$ cat src/rtl/fir_mac_scheduler.sv
// fir_mac_scheduler
// -----------------------------------------------------------------------------
// Time-multiplexed direct-form FIR filter. A single 16x16 signed multiplier
// and a 48-bit accumulator are shared across all N taps. Each accepted sample
// takes N MAC cycles, and the scaled result is then presented on the output.
//
// Handshakes: a transfer happens on any rising clk edge where valid and ready
// are both high. The producer keeps valid and its data stable until that edge.
// in_ready depends only on the FSM state. out_valid and data_out are
// registered and held until out_ready is seen.
//
// Ports
//   clk, rst_n     clock and asynchronous active-low reset
//   coef_wr_en     write coef_wr_data into the shadow bank at coef_wr_addr
//   coef_wr_addr   tap index k (0 = newest sample); values >= N are ignored
//   coef_wr_data   signed coefficient b[k]
//   coef_swap      pulse that requests a shadow/active bank swap
//   swap_pending   a swap has been requested but not applied yet
//   in_valid       data_in is valid
//   in_ready       a sample can be accepted (state IDLE)
//   data_in        signed input sample
//   out_valid      data_out is valid
//   out_ready      downstream takes data_out
//   data_out       signed filtered sample, acc[47-div_N : 32-div_N]
//   busy           FSM is not in IDLE
// -----------------------------------------------------------------------------
module fir_mac_scheduler #(
  parameter int N     = 32,
  parameter int div_N = 16,
  localparam int AW   = $clog2(N)
) (
  input  logic                 clk,
  input  logic                 rst_n,
  input  logic                 coef_wr_en,
  input  logic [AW-1:0]        coef_wr_addr,
  input  logic signed [15:0]   coef_wr_data,
  input  logic                 coef_swap,
  output logic                 swap_pending,
  input  logic                 in_valid,
  output logic                 in_ready,
  input  logic signed [15:0]   data_in,
  output logic                 out_valid,
  input  logic                 out_ready,
  output logic signed [15:0]   data_out,
  output logic                 busy
);

  typedef enum logic [1:0] {
    IDLE = 2'd0,
    MAC  = 2'd1,
    OUT  = 2'd2
  } state_t;

  localparam logic [AW-1:0] LAST = AW'(N - 1);
  localparam logic [AW:0]   N_W  = (AW + 1)'(N);

  state_t state, state_nxt;

  logic signed [15:0] hist  [N];
  logic signed [15:0] coef0 [N];
  logic signed [15:0] coef1 [N];

  logic [AW-1:0]      wr_ptr;
  logic [AW-1:0]      tap;
  logic signed [47:0] acc;
  logic               active_bank;

  logic [AW-1:0]      wr_ptr_nxt;
  logic [AW-1:0]      rd_idx;
  logic signed [15:0] hist_rd;
  logic signed [15:0] coef_rd;
  logic signed [31:0] prod;
  logic signed [47:0] acc_sum;
  logic               addr_ok;
  logic               accept;
  logic               last_tap;

  // ---------------------------------------------------------------------------
  // FSM: state register and next-state logic
  // ---------------------------------------------------------------------------
  always_ff @(posedge clk or negedge rst_n) begin
    if (!rst_n) begin
      state <= IDLE;
    end else begin
      state <= state_nxt;
    end
  end

  always_comb begin
    state_nxt = state;
    case (state)
      IDLE:    if (in_valid)  state_nxt = MAC;
      MAC:     if (last_tap)  state_nxt = OUT;
      OUT:     if (out_ready) state_nxt = IDLE;
      default: state_nxt = IDLE;
    endcase
  end

  assign in_ready = (state == IDLE);
  assign busy     = (state != IDLE);
  assign accept   = in_ready && in_valid;
  assign last_tap = (tap == LAST);

  // ---------------------------------------------------------------------------
  // Address arithmetic (all modulo N, N need not be a power of two)
  // ---------------------------------------------------------------------------
  always_comb begin
    wr_ptr_nxt = (wr_ptr == LAST) ? '0 : wr_ptr + AW'(1);
  end

  // Tap k reads the sample that arrived k samples before the newest one.
  always_comb begin
    if (wr_ptr >= tap) begin
      rd_idx = wr_ptr - tap;
    end else begin
      rd_idx = AW'({1'b0, wr_ptr} + N_W - {1'b0, tap});
    end
  end

  assign addr_ok = ({1'b0, coef_wr_addr} < N_W);

  // ---------------------------------------------------------------------------
  // Shared multiplier and accumulator
  // ---------------------------------------------------------------------------
  assign hist_rd = hist[rd_idx];
  assign coef_rd = active_bank ? coef1[tap] : coef0[tap];
  assign prod    = hist_rd * coef_rd;
  assign acc_sum = acc + {{16{prod[31]}}, prod};

  // ---------------------------------------------------------------------------
  // Datapath, coefficient banks and swap control
  // ---------------------------------------------------------------------------
  always_ff @(posedge clk or negedge rst_n) begin
    if (!rst_n) begin
      for (int i = 0; i < N; i++) begin
        hist[i]  <= '0;
        coef0[i] <= '0;
        coef1[i] <= '0;
      end
      wr_ptr       <= '0;
      tap          <= '0;
      acc          <= '0;
      active_bank  <= 1'b0;
      swap_pending <= 1'b0;
      out_valid    <= 1'b0;
      data_out     <= '0;
    end else begin
      // Writes go to the bank that is inactive this cycle. When a swap is
      // applied in the same cycle, this is the bank that becomes active.
      if (coef_wr_en && addr_ok) begin
        if (active_bank) begin
          coef0[coef_wr_addr] <= coef_wr_data;
        end else begin
          coef1[coef_wr_addr] <= coef_wr_data;
        end
      end

      // A swap is applied only between samples, so every MAC run sees one
      // bank. Extra requests while one is pending collapse into that one.
      if ((state == IDLE) && swap_pending) begin
        active_bank  <= ~active_bank;
        swap_pending <= 1'b0;
      end else if (coef_swap) begin
        swap_pending <= 1'b1;
      end

      case (state)
        IDLE: begin
          if (accept) begin
            hist[wr_ptr_nxt] <= data_in;
            wr_ptr           <= wr_ptr_nxt;
            acc              <= '0;
            tap              <= '0;
          end
        end
        MAC: begin
          acc <= acc_sum;
          if (last_tap) begin
            tap       <= '0;
            data_out  <= acc_sum[47-div_N -: 16];
            out_valid <= 1'b1;
          end else begin
            tap <= tap + AW'(1);
          end
        end
        OUT: begin
          if (out_ready) begin
            out_valid <= 1'b0;
          end
        end
        default: begin
          out_valid <= 1'b0;
        end
      endcase
    end
  end

endmodule

$ cat config.mk
export PLATFORM = sky130hd
export DESIGN_NAME = fir_mac_scheduler
export DESIGN_NICKNAME = d
export VERILOG_FILES = /design/src/rtl/fir_mac_scheduler.sv
export SDC_FILE = /design/constraint.sdc
export NUM_CORES = 2
export LEC_CHECK = 0
export ABC_AREA = 0
export BUFFER_PORTS_ARGS = -buffer_cell sky130_fd_sc_hd__buf_2
export CORE_ASPECT_RATIO = 0.75
export CORE_MARGIN = 2
export CORE_UTILIZATION = 29
export CTS_CLUSTER_DIAMETER = 200
export DETAILED_ROUTE_END_ITERATION = 10
export PLACE_DENSITY_LB_ADDON = 0.08
export SLEW_MARGIN = 20
export SYNTH_ARGS = -nofsm -noshare
export SYNTH_HDL_FRONTEND = slang
export SYNTH_SLANG_ARGS = --single-unit
$ cat constraint.sdc
create_clock -name clk -period 11.91 [get_ports clk]
set_clock_uncertainty 0.2 [all_clocks]
set_input_delay 2.382 -clock clk [delete_from_list [all_inputs] [get_ports clk]]
set_output_delay 2.382 -clock clk [all_outputs]
set_load 0.01 [all_outputs]
==> metrics.txt <==
status=finished, final reports clean; Tightest Pin Transition=about 1 ns; Max clock buf depth=4; net count of the finished layout=a little over 6000; Total Wirelength=~250000 um; prevailing post-synth register cell=dfrtp_1; fraction of registers with async set/reset=100%; average wire length per cell after detail routing=around 26 um; width of the die=a little over 600 um; total of max-cap violations=0; fin crit share=94.2%; number of buffer cells added on primary ports=62; largest net degree at the start of global routing=161; CTS Buf Count=191; share of final-layout standard cells stronger than drive strength 1=a little under half; area of the multi-input gates=about 41000 um2; kind of launch point of the worst setup path=flop; source of the worst hold timing path=data_out[7]$_DFFE_PN0P_; class of the worst hold path=reg -> reg; Crit path required time=between 10 and 15 ns; Clock Tree Root=clkbuf_16; latest clock arrival within the worst-skew pair=between 0.8 and 0.9 ns; critical path's slowest cell=fa_4; number of synthesized flops with an enable pin=0; Avg Synthesized Cell Area=~15 um2; Placement Setup Slack=0.597 ns; count of final setup violators=0; synthesized flop and latch total=around 1600; violation count after the first detailed-routing iteration=2623; number of global-route vias before repair=slightly above 50000; most frequent cells in the layout=dfrtp_1, mux2_2, mux4_2, inv_1, fa_1; Final Instance Count excl. Fillers=9638; placed instance count=9299; max-slew violation total from the final report=0; synth-to-layout area growth=13.6%; initial core utilization=slightly below 30%; sequential share of the synthesized area=between 40% and 50%; longest individual stage delay on the worst path=between 0.8 and 0.9 ns; clock slew at the register clock pins of the worst setup and hold paths=approximately 0.06 ns; number of cells on the worst hold path=2; floorplan core area=about 290000 um2; detailed-route via count=between 40000 and 50000; worst reg2reg path startpoint=wr_ptr[0]$_DFFE_PN0P_; clock sinks=roughly 1600; reg2reg path depth=37; y dimension of the die=between 400 and 500 um; initial antenna violation count=23; Worst Path Max Fanout=43; worst hold path endpoint=data_out[7]$_DFFE_PN0P_; number of nets in the synthesized netlist=approximately 6000; average via count per standard cell=slightly below 5; final worst slack=about 0.69 ns; count of nets left with antenna violations after detail routing=0; clock period minus final worst setup slack=between 10 and 15 ns; standard-cell row count=170; cts-stage hold buffer count=0; routability cong.=roughly 0.76; reg-to-reg endpoint=acc[30]$_DFFE_PN0P_; dominant cell type by count on the critical path=fa_1; num ports=63; register area=between 40000 and 50000 um2; synthesized instance count=about 5700; Crit path arrival time=between 10 and 15 ns; worst slew margin relative to its limit=roughly 32%; Achievable Freq=~89 MHz; number of H-tree levels=4; critical path class=reg -> reg; floorplan die area=between 200000 and 300000 um2; iteration count of the initial detailed-routing pass=7; Hold Fails Final Rpt=0; type of destination of the critical path=flop; total of fill cells in the finished design=27800; R2R Setup Slk=0.69 ns; global-route wire length before repair=about 370000 um; synth unique cells=61; leading cell type in the layout, fill and taps excluded=dfrtp_1; Ys Warns=0; hpwl dp=~150000 um; final routed DRC violation total=0; remaining global-route overflow=0; overall global routing resource usage=between 10% and 20%; clock tree from TritonCTS=yes; area of the mapped netlist=approximately 84000 um2
-- worst max-delay path, delay by kind of cell (launching register included) --
kind / cells / cell delay (ns)
adder cells (fa/ha/maj): 10 / 4.69
AO/OA/AOI/OAI: 9 / 1.85
buffers and inverters: 8 / 1.29
multiplexers: 3 / 1.19
AND/OR/NAND/NOR: 5 / 1.06
flip-flops: 1 / 0.44
XOR/XNOR: 2 / 0.28
-- cells by family (layout without fill, tap and decap cells) --
| kind of cell | count (synthesis) | after routing | synth area share, % |
|---|---|---|---|
| AOI/OAI and AO/OA | 230 | 230 | 1.69 |
| xor gates and xnor gates | 71 | 71 | 0.753 |
| adders and majority gates | 391 | 391 | 8.24 |
| buffers and inverters | 759 | 880 | 3.61 |
| DFF | 1599 | 1599 | 47.9 |
| muxes | 2051 | 2051 | 34.2 |
| other | 0 | 4 | 0 |
| and+or+nand+nor | 628 | 628 | 3.62 |
-- timing repair --
action,in CTS,in global routing
endpoints found under the setup margin,0,4
setup buffers,0,0
endpoints found under the hold margin,0,0
resized for setup,0,8
-- Yosys cell counts, drive strengths merged (2+ instances only) --
library cell  instances  area, um2
ha                  126       1580
nor2                162        608
and4                  2       17.5
nor3b                 5       37.5
or3b                  2       17.5
fa                  265       5310
nand3                40        200
o21a                 12       90.1
nand2               183        687
a211oi                7       52.6
nand2b               58        363
a221oi                2       17.5
nand3b                4       30.0
a21oi                51        255
a21o                 25        188
and2                 21        134
mux4                487      11000
mux2               1549      17400
nand4                 7       43.8
or2                  16        100
o21ai                95        502
or4                   2       15.0
a21boi                2       15.0
and3                 11       68.8
a31oi                 6       37.5
xnor2                41        367
xor2                 30        263
clkbuf              335       1260
o31ai                 6       45.0
mux2i                15        150
nor3                 16       80.1
a211o                 2       17.5
o31a                  2       17.5
nor2b                89        557
inv                 318       1190
o2111ai               6       52.6
o21bai                5       37.5
or3                   7       43.8
buf                 106        564
dfrtp              1599      40000
-- through the flow --
stage / utilization, % / setup TNS (ns) / cell area (um2) / hold WS (ns)
final: 33.1 / 0 / 94900 / 0.270
after detailed placement: 31.0 / 0 / 88700 / 0.266
after CTS: 33.1 / 0 / 94800 / 0.279
after global placement: 31.0 / 0 / 88700 / 0.263
after global routing: 33.1 / -0.000290 / 94900 / 0.300
after floorplan: - / 0 / 83500 / 0.255
-- worst max path at each step --
stage / start / endpoint / slack [ns] / cells after the start
6_report: wr_ptr[0]$_DFFE_PN0P_ / acc[30]$_DFFE_PN0P_ / 0.69 / 37
5_1_grt: wr_ptr[0]$_DFFE_PN0P_ / acc[31]$_DFFE_PN0P_ / -0.0003 / 37
2_1_floorplan: tap[1]$_DFFE_PN0P_ / acc[29]$_DFFE_PN0P_ / 0.88 / 38
4_1_cts: wr_ptr[0]$_DFFE_PN0P_ / acc[31]$_DFFE_PN0P_ / 0.58 / 37
3_3_place_gp: wr_ptr[0]$_DFFE_PN0P_ / acc[31]$_DFFE_PN0P_ / 0.70 / 37
3_5_place_dp: wr_ptr[0]$_DFFE_PN0P_ / acc[30]$_DFFE_PN0P_ / 0.60 / 37
-- routing by layer --
metal,part of all wire [%],up-vias,track usage [%]
met4,1.7,8,3.12
met2,43,692,25.2
met5,0.017,-,0
met3,3.5,288,2.46
li1,-,20400,-
met1,52,25900,26.7
-- cell type report --
class | instances | share of cell area [%]
multi-input combinational | 3371 | 43.1
sequential | 1599 | 42.2
clock buffer | 284 | 5.88
tap | 3784 | 4.99
timing repair buffer | 228 | 2.00
inverter | 318 | 1.26
clock inverter | 50 | 0.524
antenna | 4 | 0.0106
-- flip-flops by register name, indices dropped and copies added, names as in the netlist --
signal	cells
state	2
hist	512
acc	32
wr_ptr	5
swap_pending	1
tap	5
coef1	512
coef0	512
data_out	16
active_bank	1
out_valid	1
Power is left out: the tool's default activity adds up to more than one toggle a clock period on the data nets, which glitch-free logic cannot reach.
